[src/rtl/pie_downlink_decoder.sv]
// PIE downlink decoder: synchronise and deglitch DEC_IN, time the intervals, decode bytes and frame strobes.
// Optional CRC-8 frame check is compiled in when PIE_DEC_CRC8_EN is defined.
module pie_downlink_decoder #(
    parameter int unsigned SYNC_STAGES = 2,
    parameter int unsigned GLITCH_CYC  = 3,
    parameter int unsigned CNT_W       = 12,
    parameter int unsigned DELIM_MIN   = 250,
    parameter int unsigned BIT_THRESH  = 60,
    parameter int unsigned TIMEOUT     = 1000
) (
    input  logic       CLKA,
    input  logic       RST,
    input  logic       DEC_IN,
    input  logic       ED_EN,
    output logic [7:0] DATA_OUT,
    output logic       DATA_VLD,
    output logic       FRAME_SOF,
    output logic       FRAME_EOF,
    output logic       FRAME_ERR,
    output logic       BUSY
);

    localparam int unsigned GW = $clog2(GLITCH_CYC + 1);
    localparam logic [GW-1:0]    GLITCH_LAST = GW'(GLITCH_CYC - 1);
    localparam logic [CNT_W-1:0] DELIM_C     = CNT_W'(DELIM_MIN);
    localparam logic [CNT_W-1:0] BIT_C       = CNT_W'(BIT_THRESH);
    localparam logic [CNT_W-1:0] TIMEOUT_C   = CNT_W'(TIMEOUT);

    typedef enum logic [2:0] {IDLE, DELIM, HIGH, LOW, LOST} state_t;

    state_t             state, state_nxt;
    logic [SYNC_STAGES-1:0] sync;
    logic [GW-1:0]      glitch_cnt;
    logic               f, f_d, rise, fall;
    logic [CNT_W-1:0]   cnt;
    logic [2:0]         bit_cnt;
    logic [7:0]         shift, byte_val;
    logic               has_byte, bit_val, byte_done, crc_bad;
    logic               sof_c, eof_c, err_c, shift_en, abort_c, busy_nxt;

    always_ff @(posedge CLKA) begin
        if (RST) sync <= '1;
        else     sync <= {sync[SYNC_STAGES-2:0], DEC_IN};
    end

    always_ff @(posedge CLKA) begin
        if (RST) begin
            f          <= 1'b1;
            f_d        <= 1'b1;
            glitch_cnt <= '0;
        end else begin
            f_d <= f;
            if (sync[SYNC_STAGES-1] == f) begin
                glitch_cnt <= '0;
            end else if (glitch_cnt == GLITCH_LAST) begin
                f          <= sync[SYNC_STAGES-1];
                glitch_cnt <= '0;
            end else begin
                glitch_cnt <= glitch_cnt + 1'b1;
            end
        end
    end

    assign rise = f & ~f_d;
    assign fall = ~f & f_d;

    // cnt equals the width of the level just ended when rise/fall is seen
    always_ff @(posedge CLKA) begin
        if (RST)              cnt <= '0;
        else if (rise | fall) cnt <= CNT_W'(1);
        else if (cnt != '1)   cnt <= cnt + 1'b1;
    end

    always_ff @(posedge CLKA) begin
        if (RST) state <= IDLE;
        else     state <= state_nxt;
    end

    always_comb begin
        state_nxt = state;
        if (!ED_EN) begin
            state_nxt = IDLE;
        end else begin
            unique case (state)
                IDLE:  if (fall) state_nxt = DELIM;
                DELIM: begin
                    if (rise)                 state_nxt = (cnt >= DELIM_C) ? HIGH : IDLE;
                    else if (cnt > TIMEOUT_C) state_nxt = LOST;
                end
                HIGH: begin
                    if (fall)                 state_nxt = LOW;
                    else if (cnt > TIMEOUT_C) state_nxt = IDLE;
                end
                // An over-long low restarts as a delimiter; a rise on that same cycle is its end
                LOW: begin
                    if (cnt >= DELIM_C)       state_nxt = rise ? HIGH : DELIM;
                    else if (rise)            state_nxt = HIGH;
                end
                LOST:  if (rise) state_nxt = IDLE;
                default: state_nxt = IDLE;
            endcase
        end
    end

    always_comb begin
        sof_c    = 1'b0;
        eof_c    = 1'b0;
        err_c    = 1'b0;
        shift_en = 1'b0;
        abort_c  = 1'b0;
        busy_nxt = BUSY;
        if (!ED_EN) begin
            err_c    = BUSY;
            busy_nxt = 1'b0;
        end else begin
            unique case (state)
                DELIM: begin
                    if (rise && cnt >= DELIM_C) begin
                        sof_c    = 1'b1;
                        busy_nxt = 1'b1;
                    end else if (!rise && cnt > TIMEOUT_C) begin
                        err_c    = BUSY;
                        busy_nxt = 1'b0;
                    end
                end
                HIGH: begin
                    if (fall) begin
                        shift_en = 1'b1;
                    end else if (cnt > TIMEOUT_C) begin
                        eof_c    = 1'b1;
                        err_c    = (bit_cnt != 3'd0) || !has_byte || crc_bad;
                        busy_nxt = 1'b0;
                    end
                end
                LOW: begin
                    if (cnt >= DELIM_C) begin
                        abort_c  = 1'b1;
                        err_c    = 1'b1;
                        busy_nxt = rise;
                        sof_c    = rise;
                    end
                end
                default: ;
            endcase
        end
    end

    assign bit_val   = (cnt > BIT_C);
    assign byte_val  = {shift[6:0], bit_val};
    assign byte_done = shift_en && (bit_cnt == 3'd7);

    always_ff @(posedge CLKA) begin
        if (RST) begin
            DATA_OUT  <= '0;
            DATA_VLD  <= 1'b0;
            FRAME_SOF <= 1'b0;
            FRAME_EOF <= 1'b0;
            FRAME_ERR <= 1'b0;
            BUSY      <= 1'b0;
            shift     <= '0;
            bit_cnt   <= '0;
            has_byte  <= 1'b0;
        end else begin
            DATA_VLD  <= byte_done;
            FRAME_SOF <= sof_c;
            FRAME_EOF <= eof_c;
            FRAME_ERR <= err_c;
            BUSY      <= busy_nxt;
            if (sof_c || abort_c) begin
                shift    <= '0;
                bit_cnt  <= '0;
                has_byte <= 1'b0;
            end else if (shift_en) begin
                shift   <= byte_val;
                bit_cnt <= bit_cnt + 1'b1;
                if (byte_done) begin
                    DATA_OUT <= byte_val;
                    has_byte <= 1'b1;
                end
            end
        end
    end

`ifdef PIE_DEC_CRC8_EN
    logic [7:0] crc;

    function automatic logic [7:0] crc8_next(input logic [7:0] c, input logic [7:0] d);
        logic [7:0] r;
        r = c ^ d;
        for (int unsigned i = 0; i < 8; i++)
            r = r[7] ? ({r[6:0], 1'b0} ^ 8'h07) : {r[6:0], 1'b0};
        return r;
    endfunction

    always_ff @(posedge CLKA) begin
        if (RST || sof_c)   crc <= '0;
        else if (byte_done) crc <= crc8_next(crc, byte_val);
    end

    assign crc_bad = (crc != 8'h00);
`else
    assign crc_bad = 1'b0;
`endif

endmodule

[config.mk]
export PLATFORM = sky130hd
export DESIGN_NAME = pie_downlink_decoder
export DESIGN_NICKNAME = d
export VERILOG_FILES = /design/src/rtl/pie_downlink_decoder.sv
export SDC_FILE = /design/constraint.sdc
export NUM_CORES = 1
export LEC_CHECK = 0
export ABC_AREA = 1
export CORE_ASPECT_RATIO = 1.5
export CORE_MARGIN = 2
export CORE_UTILIZATION = 30
export CTS_CLUSTER_DIAMETER = 30
export DETAILED_ROUTE_END_ITERATION = 8
export PLACE_DENSITY_LB_ADDON = 0.25
export SYNTH_ARGS = -nofsm -noshare
export SYNTH_HDL_FRONTEND = slang
export SYNTH_SLANG_ARGS = --single-unit
[constraint.sdc]
create_clock -name CLKA -period 1.9 [get_ports CLKA]
set_clock_uncertainty 0.2 [all_clocks]
set_input_delay 0.285 -clock CLKA [delete_from_list [all_inputs] [get_ports CLKA]]
set_output_delay 0.285 -clock CLKA [all_outputs]
set_load 0.01 [all_outputs]
==> results.py, run 1 <==
metrics = {
    "logic_synthesis": {
        "synthFlopType": "dfxtp_1",
        "yosysWarnings": 0,
        "synth.avg_cell_area_um2": 7.37,
        "syn_area_mm2": 0.00222,
        "ys_seq_elements": 45,
        "syn-num-nets": 313,
        "synthCells": 301,
        "ys_types": 32,
        "seq_area_frac_synth_pct": 40.6,
        "synth_edf_count": 0,
        "async_reset_ff_share_pct": 0,
    },
    "setup_path": {
        "critPathMaxFanout": 5,
        "critPathArrivalTime_ps": 1740,
        "startpoint": "cnt[0]$_SDFFE_PP0P_",
        "timing.critical_path.required_ps": 1900,
        "worstRegToRegCells": 11,
        "timing.rr.start": "cnt[0]$_SDFFE_PP0P_",
        "path_class": "flip-flop to flip-flop",
        "r2r-end": "cnt[6]$_SDFFE_PP0P_",
        "rrSetupSlack_ps": 160,
        "end_kind": "flip-flop",
        "start_kind": "flip-flop",
        "crit_path_end": "cnt[6]$_SDFFE_PP0P_",
    },
    "power": {
        "p_total_mw": 1.85,
        "cellLeakagePower_nw": 1.13,
        "max-vdd-ir-drop_v": 0.000302,
        "p_per_area_mw_per_mm2": 669,
    },
    "cells_and_area": {
        "utilization_pct": 38.3,
        "fin_area_mm2": 0.00277,
        "areaGrowthSynthToFinish_pct": 24.7,
        "drive_above_1_share_pct": 22.0,
        "layout_common_cells": "nand2_1 (60), dfxtp_1 (43), nor2_1 (41), inv_1 (36), buf_4 (22)",
        "diodes": 0,
        "final_common_cell": "nand2_1",
        "final_net_count": 353,
        "fillers": 800,
        "fin_cells": 441,
    },
    "timing": {
        "worst_slack_ps": 160,
        "hold_ws_ps": 212,
        "finalHoldViolCount": 0,
        "final.min_clock_period_ps": 1740,
        "finalSetupViolCount": 0,
        "rsz0062_at_grt": "false",
        "finalCritPeriodShare_pct": 91.6,
        "relSlewSlack_pct": 80.7,
        "clock.fmax_mhz": 575,
        "finalMaxSlewViolations": 0,
        "setup_tns_ps": 0,
        "tightest_slew_ps": 288,
    },
    "global_route": {
        "grt-ovfl-total": 0,
        "grt_start_max_net_pins": 14,
        "grt_first_pass_wirelength_um": 8310,
        "antenna_found_initial": 0,
        "grtUsageTotal_pct": 13.1,
        "grt_pass1_vias": 1900,
    },
    "cts": {
        "root_buffer": "clkbuf_8",
        "cts-buffers-inserted": 5,
        "cts_tree": "done",
        "clkTransAtPathRegs_ps": 80,
        "clock_path_buffers": 2,
        "clock-sinks": 45,
        "h-tree-depth": 2,
        "worstSkewPairLatency_ps": 290,
        "cts_hold_buf": 0,
    },
    "floorplanning": {
        "die_y_um": 109,
        "ios": 17,
        "die_w_um": 74.2,
        "num_rows": 38,
        "start_util_pct": 30.7,
        "core_region_area_mm2": 0.00723,
        "dieArea_mm2": 0.00812,
    },
    "placement": {
        "portBuffers": 16,
        "pre_cts_ws_ps": -40.1,
        "place_area_mm2": 0.00261,
        "dp_hpwl_um": 3700,
        "gp_congestion": 0.874,
        "place_inst": 431,
    },
    "routing": {
        "drtPass1Iterations": 4,
        "viasPerCell": 4.36,
        "routedWlPerCell_um": 10.8,
        "ant_nets": 0,
        "drc": 0,
        "drt_iter0_markers": 100,
        "vias": 1921,
        "routed_wl_um": 4750,
    },
    "flow_run": {
        "maxCapViolCount": 0,
    },
    "hold_path": {
        "hold_class": "flip-flop to flip-flop",
        "whs_path_depth": 1,
    },
    "status": {
        "outcome": "finished clean",
    },
}
cell families after synthesis:
logic type | synth area share (%)
simple gates | 31.0
buf+inv | 9.13
compound gates | 13.6
xor+xnor | 1.18
flops | 40.6
fa+ha+maj | 4.51
worst max-delay path: stages (launching register included):
cell and delay [ps]:
dfxtp_1 360, ha_1 240, inv_1 70, nor2_2 50, nand2_1 140, nor2_4 50
inv_2 90, nand2_2 80, nor3_2 160, nand3_1 90, nand3_1 80, inv_1 40
how the worst min path moves through the flow:
stage | startpoint | end | slack [ps]
6_report | glitch_cnt[0]$_SDFF_PP0_ | glitch_cnt[0]$_SDFF_PP0_ | 210
5_1_grt | glitch_cnt[0]$_SDFF_PP0_ | glitch_cnt[0]$_SDFF_PP0_ | 260
3_5_place_dp | sync[0]$_SDFF_PP1_ | sync[1]$_SDFF_PP1_ | 200
4_1_cts | glitch_cnt[0]$_SDFF_PP0_ | glitch_cnt[0]$_SDFF_PP0_ | 220
3_3_place_gp | sync[0]$_SDFF_PP1_ | sync[1]$_SDFF_PP1_ | 200
2_1_floorplan | ED_EN | FRAME_ERR$_SDFF_PP0_ | 190
power breakdown:
group          total [mW]  internal [mW]  leakage [nW]  switching, mW
clock               0.713          0.383        0.0540          0.330
combinational       0.172         0.0686         0.713          0.104
sequential          0.966          0.956         0.364         0.0105
total                1.85           1.41          1.13          0.444
sequential cells by signal (all words and copies together), names as in the netlist:
name / cells
FRAME_EOF: 1
DATA_VLD: 1
cnt: 12
state: 3
DATA_OUT: 8
BUSY: 1
has_byte: 1
glitch_cnt: 2
bit_cnt: 3
sync: 2
FRAME_ERR: 1
f_d: 1
FRAME_SOF: 1
shift: 7
f: 1
routing by layer:
| metal | global-route usage, % | wire (um) | up-vias |
|---|---|---|---|
| met1 | 14.0 | 1950 | 861 |
| met4 | 5.74 | 93 | 0 |
| met3 | 2.57 | 133 | 10 |
| li1 | - | - | 1028 |
| met2 | 24.4 | 2570 | 22 |
| met5 | 0 | 0 | - |
synthesized netlist by cell type, types with 3 or more instances:
cell type | n | area, um^2
inv_1 | 37 | 139
nand2_2 | 7 | 43.8
a21oi_2 | 10 | 87.6
o21ai_1 | 7 | 35.0
inv_2 | 8 | 30.0
dfxtp_1 | 45 | 901
o21ai_0 | 11 | 55.1
nand4_1 | 3 | 18.8
ha_1 | 8 | 100
nand2_1 | 61 | 229
a21oi_1 | 15 | 75.1
nor2_1 | 41 | 154
nor3_1 | 4 | 20.0
nor2_2 | 3 | 18.8
nor2_4 | 7 | 78.8
nand3_1 | 14 | 70.1
layout make-up:
cell class / count / area, um^2 / share of cell area (%)
multi-input combinational: 206 / 1140 / 41.2
sequential: 45 / 903 / 32.6
timing repair buffer: 38 / 325 / 11.8
inverter: 45 / 169 / 6.10
tap: 100 / 125 / 4.52
clock buffer: 5 / 68.8 / 2.49
clock inverter: 2 / 35.0 / 1.27
timing repair:
action                     CTS  global route
gates cloned                 0             0
buffers inserted             0             3
gates resized for setup      1             7
setup endpoints to repair   11            16
pin swaps                    0             1
No activity file was read; power rests on OpenSTA's default activity.
==> inputs of run 2 (changes only) <==
Settings changed: CTS_CLUSTER_SIZE from default to 14.
==> results of run 2 <==
The final DEF is identical to that of run 1; final timing and power are the same.
